File: src/rtl/mult_sequencer.sv
`default_nettype none
//============================================================================
// Module      : mult_sequencer
// Description : Pipeline-facing sequencer for the 32-cycle Booth multiplier.
//               Registers a multiply request, launches the multiplier with a
//               one-cycle do_mul pulse, waits for mul_value_ready, then holds
//               the low word and overflow flag for writeback behind a
//               valid/ready handshake. Stalls upstream while busy.
//               Optional feature macro: MULT_TIMEOUT_EN (aborts a multiply
//               that has waited TIMEOUT cycles, reporting an exception).
// Revision    : 1.0 - initial release
//============================================================================
module mult_sequencer #(
    parameter int MUL_LATENCY = 33,
    parameter int TIMEOUT     = 40
) (
    input  logic        clk,
    input  logic        clrn,
    input  logic        req_valid,
    output logic        req_ready,
    input  logic [31:0] req_a,
    input  logic [31:0] req_b,
    input  logic [4:0]  req_rd,
    input  logic        flush,
    output logic [31:0] mul_a,
    output logic [31:0] mul_b,
    output logic        do_mul,
    input  logic        mul_value_ready,
    input  logic        mul_exception,
    input  logic [31:0] mul_out,
    output logic        stall,
    output logic        wb_valid,
    input  logic        wb_ready,
    output logic [31:0] wb_data,
    output logic [4:0]  wb_rd,
    output logic        wb_exception
);

    typedef enum logic [1:0] {
        IDLE   = 2'd0,
        LAUNCH = 2'd1,
        WAIT   = 2'd2,
        DONE   = 2'd3
    } state_t;

    state_t      state_q;
    logic        do_mul_q;
    logic        wb_valid_q;
    logic        wb_exc_q;
    logic [31:0] mul_a_q;
    logic [31:0] mul_b_q;
    logic [31:0] wb_data_q;
    logic [4:0]  wb_rd_q;
    logic [5:0]  cnt_q;
    logic [5:0]  cnt_d;

    // The wait counter is 6 bits wide, so the timeout must fit in it, and a
    // timeout no longer than the multiplier latency would abort every op.
    generate
        if (TIMEOUT < 1 || TIMEOUT > 63) begin : g_bad_timeout_range
            $error("mult_sequencer: TIMEOUT must lie in 1..63");
        end
        if (TIMEOUT <= MUL_LATENCY) begin : g_bad_timeout_latency
            $error("mult_sequencer: TIMEOUT must exceed MUL_LATENCY");
        end
    endgenerate

`ifdef MULT_TIMEOUT_EN
    localparam logic [5:0] c_TIMEOUT = 6'(TIMEOUT);
`endif

    // Handshake and stall are combinational so a finished result can be
    // retired and a new request taken in the same cycle.
    assign req_ready = (state_q == IDLE) | ((state_q == DONE) & wb_ready);
    assign stall     = (state_q == LAUNCH) | (state_q == WAIT)
                     | ((state_q == DONE) & ~wb_ready)
                     | (req_valid & ~req_ready);

    // Saturating increment of the wait counter; it must never wrap.
    assign cnt_d = (cnt_q == 6'h3F) ? cnt_q : cnt_q + 6'd1;

    assign do_mul       = do_mul_q;
    assign wb_valid     = wb_valid_q;
    assign wb_data      = wb_data_q;
    assign wb_rd        = wb_rd_q;
    assign wb_exception = wb_exc_q;
    assign mul_a        = mul_a_q;
    assign mul_b        = mul_b_q;

    // Sequencer FSM with registered launch pulse, operands and result.
    always_ff @(posedge clk or negedge clrn) begin
        if (!clrn) begin
            state_q    <= IDLE;
            do_mul_q   <= 1'b0;
            wb_valid_q <= 1'b0;
            wb_exc_q   <= 1'b0;
            mul_a_q    <= 32'd0;
            mul_b_q    <= 32'd0;
            wb_data_q  <= 32'd0;
            wb_rd_q    <= 5'd0;
            cnt_q      <= 6'd0;
        end else if (flush) begin
            // Abort everything; a pending launch is dropped and any held
            // result is discarded. Operands stay until the next accept.
            state_q    <= IDLE;
            do_mul_q   <= 1'b0;
            wb_valid_q <= 1'b0;
            wb_exc_q   <= 1'b0;
            wb_data_q  <= 32'd0;
            cnt_q      <= 6'd0;
        end else begin
            case (state_q)
                IDLE: begin
                    if (req_valid) begin
                        mul_a_q  <= req_a;
                        mul_b_q  <= req_b;
                        wb_rd_q  <= req_rd;
                        do_mul_q <= 1'b1;
                        state_q  <= LAUNCH;
                    end
                end
                LAUNCH: begin
                    // Any mul_value_ready here belongs to an older op.
                    do_mul_q <= 1'b0;
                    cnt_q    <= 6'd0;
                    state_q  <= WAIT;
                end
                WAIT: begin
                    cnt_q <= cnt_d;
                    if (mul_value_ready) begin
                        wb_data_q  <= mul_out;
                        wb_exc_q   <= mul_exception;
                        wb_valid_q <= 1'b1;
                        state_q    <= DONE;
                    end
`ifdef MULT_TIMEOUT_EN
                    else if (cnt_d >= c_TIMEOUT) begin
                        wb_data_q  <= 32'd0;
                        wb_exc_q   <= 1'b1;
                        wb_valid_q <= 1'b1;
                        state_q    <= DONE;
                    end
`endif
                end
                DONE: begin
                    if (wb_ready) begin
                        wb_valid_q <= 1'b0;
                        if (req_valid) begin
                            mul_a_q  <= req_a;
                            mul_b_q  <= req_b;
                            wb_rd_q  <= req_rd;
                            do_mul_q <= 1'b1;
                            state_q  <= LAUNCH;
                        end else begin
                            state_q  <= IDLE;
                        end
                    end
                end
                default: begin
                    state_q <= IDLE;
                end
            endcase
        end
    end

endmodule
`default_nettype wire
File: config.mk
export PLATFORM = sky130hd
export DESIGN_NAME = mult_sequencer
export DESIGN_NICKNAME = d
export VERILOG_FILES = /design/src/rtl/mult_sequencer.sv
export SDC_FILE = /design/constraint.sdc
export NUM_CORES = 1
export LEC_CHECK = 0
export ABC_AREA = 1
export BUFFER_PORTS_ARGS = -buffer_cell sky130_fd_sc_hd__clkbuf_2
export CORE_UTILIZATION = 46
export DETAILED_ROUTE_END_ITERATION = 7
export GPL_ROUTABILITY_DRIVEN = 0
export GPL_TIMING_DRIVEN = 0
export PLACE_DENSITY = 0.8
export SLEW_MARGIN = 30
export SYNTH_ARGS = -nofsm -noshare
export SYNTH_HDL_FRONTEND = slang
export SYNTH_SLANG_ARGS = --single-unit
File: constraint.sdc
create_clock -name clk -period 1.85 [get_ports clk]
set_input_delay 0.185 -clock clk [delete_from_list [all_inputs] [get_ports clk]]
set_output_delay 0.185 -clock clk [all_outputs]
set_load 0.005 [all_outputs]
-- Word-level counts from Yosys, hierarchy flattened
Index checks and enable logic that the tools add are counted.
- bits in latches: 0
- logic and storage cells: 65
- register bits: 106
- memory bits (writable): 0
- memories: 0
- ROM bits: 0
- bits of input ports: 108
- magnitude comparators: 0
- reductions and logical operators: 11
- $add $sub $neg: 0
- bitwise operators: 10
- mux-type cells: 29
- equal/unequal tests: 7
- multipliers: 0
- shift operators: 0
- div/mod/pow operators: 0
- operators by type and width (kind ; count):
    32-bit 2-to-1 mux ; 7
    32-bit case mux with 2 select lines ; 2
    1-bit 2-to-1 mux ; 10
    5-bit 2-to-1 mux ; 2
    5-bit case mux with 2 select lines ; 1
    3-bit != test, second input constant ; 3
    3-bit AND reduction ; 3
    2-bit 2-to-1 mux ; 4
    2-bit case mux with 4 select lines ; 1
    2-bit nonzero test ; 3
    2-bit equality test, second input constant ; 2
    1-bit OR ; 4
    2-bit AND reduction ; 2
    4-bit nonzero test ; 1
    1-bit AND ; 3
    1-bit inverter ; 3
    1-bit case mux with 3 select lines ; 1
    3-bit nonzero test ; 1
    2-bit by 1-bit equality test with 1-bit output, second input constant ; 1
    2-bit logical NOT ; 1
    2-bit != test, second input constant ; 1
    1-bit case mux with 2 select lines ; 1

-- Depth between registers and ports, before layout
- depth in word-level cells: 6
- mapped depth: 8
- mapped depth without buffers: 8

-- Least setup slack after synthesis
Ideal clock, no wire load.
- kind: reg-to-reg
- from: register state_q[0]
- to: register mul_a_q[19], in the netlist mul_a[19]
- cell stages (with the launch flop): 9
- period minus slack after synthesis: 1.699 ns
- arrival: 1.582 ns
- path buffers: 2
- path slack: 0.151 ns
- setup time: 0.117 ns
- cell sequence: dfrtp_1 > inv_1 > ha_1 > a21oi_4 > nand2_1 > buf_2 > buf_2 > nand2_1 > nand2_1
- longest elaborated chain between the ends: 3
- elaborated cells on any way between the ends: 6
- classes of those cells: eq/ne: 2; mux: 1; reduce/logical: 3
- ends and longest elaborated chain (what ; line ; RTL):
    start: declaration ; 46 ; state_t state_q;
    start signal: assignment ; 93 ; state_q <= IDLE;
    start signal: assignment ; 105 ; state_q <= IDLE;
    start signal: assignment ; 119 ; state_q <= LAUNCH;
    2-bit equality test or 2-bit logical NOT (tied branches) ; 112 ; case (state_q)
    2-bit != test (no line) or 2-bit nonzero test (tied branches) ; -- ;
    3-bit AND reduction (no line) ; -- ;
    end signal: assignment ; 115 ; mul_a_q <= req_a;
    end signal: assignment ; 149 ; mul_a_q <= req_a;
    end: declaration ; 50 ; logic [31:0] mul_a_q;
Parallel ways exist; a longest one is shown, timed or not.
A chain may end at the register's enable or synchronous reset.

-- Final worst setup path
- from: register state_q[0]
- to: output stall
- longest elaborated chain between the ends: 6
- elaborated cells on any way between the ends: 12
- classes of those cells: eq/ne: 3; bitwise: 8; reduce/logical: 1
- ends and longest elaborated chain (what ; line ; RTL):
    2-bit equality test ; 74, 76 ;
    1-bit AND ; 74 ; assign req_ready = (state_q == IDLE) | ((state_q == DONE) & wb_ready);
    1-bit OR ; 74 ;
    1-bit inverter ; 77 ; | (req_valid & ~req_ready);
    1-bit AND ; 77 ;
    1-bit OR (*) ; 77 ;
    end: declaration ; 31 ; output logic stall,
Every way passes the cells marked *; elsewhere a longest branch is shown, timed or not.

==> flow_summary.yaml <==
run_status:
  status: "finished, final reports clean"
critical_path:
  startpoint_type: "flip-flop"
  reg2reg_depth: 9
  reg2reg_slack_ps: 110
  r2r_start: "state_q[0]"
  crit_family: "flip-flops"
  crit_slowest_cell: "dfrtp_2"
  cp-end-kind: "primary output"
  arrival_ps: 1610
  critPathMaxFanout: 4
  rr_endpoint: "mul_a[18]"
  crit_chain: "inv_4, ha_4, a21oi_4, clkbuf_8, o21ai_2, buf_2"
  cp.required_ps: 1660
  cp_num_buf_inv: 3
  max_stage_delay_ps: 470
  criticalPathCategory: "reg -> out"
synth:
  synth_fp_nets: 612
  synth_top_family_by_area: "simple AND/OR/NAND/NOR gates"
  synth-edff-count: 0
  ys_ff_latch: 106
  ys.flop_type: "dfrtp_1"
  synthMuxAreaShare_pct: 0
  async_flop_share_pct: 100
  yosysUniqueCellTypes: 18
  ys_seq_area_share_pct: 60.2
  syn-mean-instance-area_um2: 8.84
  yosysWarnings: 0
  synth_xor_area_share_pct: 0
  synth_fa_ha_area_share_pct: 1.71
  yosys.area_share.simple_pct: 27.1
  synthesis.area_mm2: 0.00440
  synth-compound-area-share_pct: 5.03
  syn_inst: 498
detailed_routing:
  met1_length_um: 4920
  vias: 4234
  drc_errors: 0
  drtIter0Drc: 214
  top_layer: "met4"
  drt_wl_total_um: 11800
  avgRoutedWirePerCell_um: 13.8
  dr_wl_met2_um: 5990
  dr.pass1.iters: 4
  antenna_left: 0
  wl_met3_um: 860
  via_per_inst: 4.93
sta:
  hold_ws_ps: 41.2
  period_minus_slack_ps: 1790
  final-hold-violation-count: 0
  worst_pin_slew_ps: 446
  min_period_over_period_pct: 96.8
  skew_ps: 13.8
  maxSlewViolCount: 0
  setup_tns_ps: 0
  finalSetupViolations: 0
  layout_setup_ws_ps: 58.4
  rsz0062_at_grt: "true"
  slew_headroom_pct: 70.3
  clock.fmax_mhz: 558
global_routing:
  grt_pass1_wl_um: 19100
  antenna_found_initial: 0
  grt_pass1_vias: 3984
  grtUsageTotal_pct: 24.2
  grt-ovfl-total: 0
  grt_max_degree: 57
place:
  preCtsSetupSlack_ps: -277
  hpwlAfterDp_um: 8910
  place_area_mm2: 0.00566
  portBuffers: 211
clocking:
  cts_buffer_depth: 2
  cts_tree: "built"
  clk_latency_ps: 350
  clkTransAtPathRegs_ps: 100
  htreeDepth: 3
  root_buffer: "clkbuf_8"
  numCtsBuffers: 9
  clock-sinks: 106
power:
  p_leak_nw: 3.45
  vdd_drop_max_v: 0.000521
  p_per_area_mw_per_mm2: 1380
die:
  dieHeight_um: 99.8
  die_w_um: 99.8
  start_util_pct: 47.7
  core-area_mm2: 0.00924
  io_pins: 214
  placementRows: 35
  die_area_mm2: 0.00997
layout:
  fillCellCount: 804
  syn_to_final_growth_pct: 35.9
  drive_gt1_share_pct: 36.6
  final_nets: 841
  fin_area_mm2: 0.00599
  n_antenna_cell: 0
flow_run:
  drv_cap: 0
hold_path:
  holdPathStages: 3
  min_path_type: "in -> reg"
  holdPathEnd: "wb_data[27]"
  holdCritStartpoint: "mul_out[27]"
[layer usage]
layer,GRT usage [%],up-vias
met1,31.3,2007
met5,0,-
li1,-,2047
met2,40.8,172
met4,6.67,0
met3,5.78,8
[kinds of logic (layout without fill, tap and decap cells)]
group	count (synthesis)	count (layout)
and+or+nand+nor	280	280
buffers and inverters	64	296
AOI/OAI and AO/OA	42	42
adders and majority gates	6	6
DFF	106	106
[through the flow]
step / util (%) / instances / power [W]
CTS: 64.5 / 861 / 0.00824
detailed placement: 61.2 / 839 / 0.00651
global placement: 60.8 / 838 / 0.00635
floorplan: - / 498 / 0.00501
finish: 64.8 / 859 / 0.00823
global route: 64.8 / 859 / 0.00885
[area by class of cell]
type                    count  area, um^2  area share, %
plain buffers              32         166           2.78
repair buffers            220        1160           19.4
flip-flops and latches    106        2650           44.3
multi-input cells         328        1530           25.5
clock inverters             5        81.3           1.36
well taps                 129         161           2.70
clock buffers               9         124           2.07
inverters                  30         115           1.92
[cell usage in the layout (no fill, tap or decap), types with 2 or more instances in the layout]
cell type	Yosys	routed
clkbuf_2	0	218
nand2_1	166	165
nand3_1	107	107
dfrtp_1	106	105
inv_1	28	25
o21ai_0	23	21
a21oi_1	15	15
clkbuf_8	0	11
buf_2	9	9
buf_4	2	8
clkbuf_1	20	8
nor2_1	5	5
o21ai_1	3	4
inv_2	1	3
buf_1	3	3
ha_1	6	3
buf_6	0	2
ha_4	0	2
bufinv_16	0	2
[tightest hold or removal path: cells and delay by family]
kind,cells,cell delay (ps)
buf+inv,2,120
compound gates,1,60
[registers in the layout, summed over array words and instances, names as in the netlist]
name / count
do_mul: 1
wb_exception: 1
state_q: 2
wb_data: 32
wb_rd: 5
mul_a: 32
mul_b: 32
wb_valid: 1
[Yosys cell counts (2+ instances only)]
cell type,count,share of area (%)
nand3_1,107,12
inv_1,28,2.4
buf_1,3,0.26
o21ai_0,23,2.6
a21oi_1,15,1.7
nand2_1,166,14
buf_2,9,1.0
o21ai_1,3,0.34
ha_1,6,1.7
dfrtp_1,106,60
clkbuf_1,20,1.7
nor2_1,5,0.43
buf_4,2,0.34
[report_power, final]
part | total [W] | switching [W] | internal, W | leakage, nW
Sequential | 0.00358 | 0.000460 | 0.00312 | 1.37
Clock | 0.00151 | 0.000760 | 0.000749 | 0.101
Combinational | 0.00314 | 0.00176 | 0.00138 | 1.98
Total | 0.00823 | 0.00298 | 0.00525 | 3.45
[worst max path at each step]
stage,cells past startpoint,from,end,slack (ps)
floorplan,8,state_q[0],mul_a[19],150
global placement,1,clrn,wb_data[1],-790
detailed placement,8,state_q[0],mul_a[26],-280
CTS,6,state_q[1],stall,10
global route,6,state_q[0],stall,-20
finish,6,state_q[0],stall,60
[timing repair]
action | CTS | global route
endpoints found under the hold margin | 50 | 0
setup buffers | 7 | 0
gates resized for setup | 12 | 24
setup endpoints to repair | 79 | 83
cloned | 0 | 0
hold buffers | 1 | 0
pin swaps | 0 | 2
No activity file was read; power rests on OpenSTA's default activity.
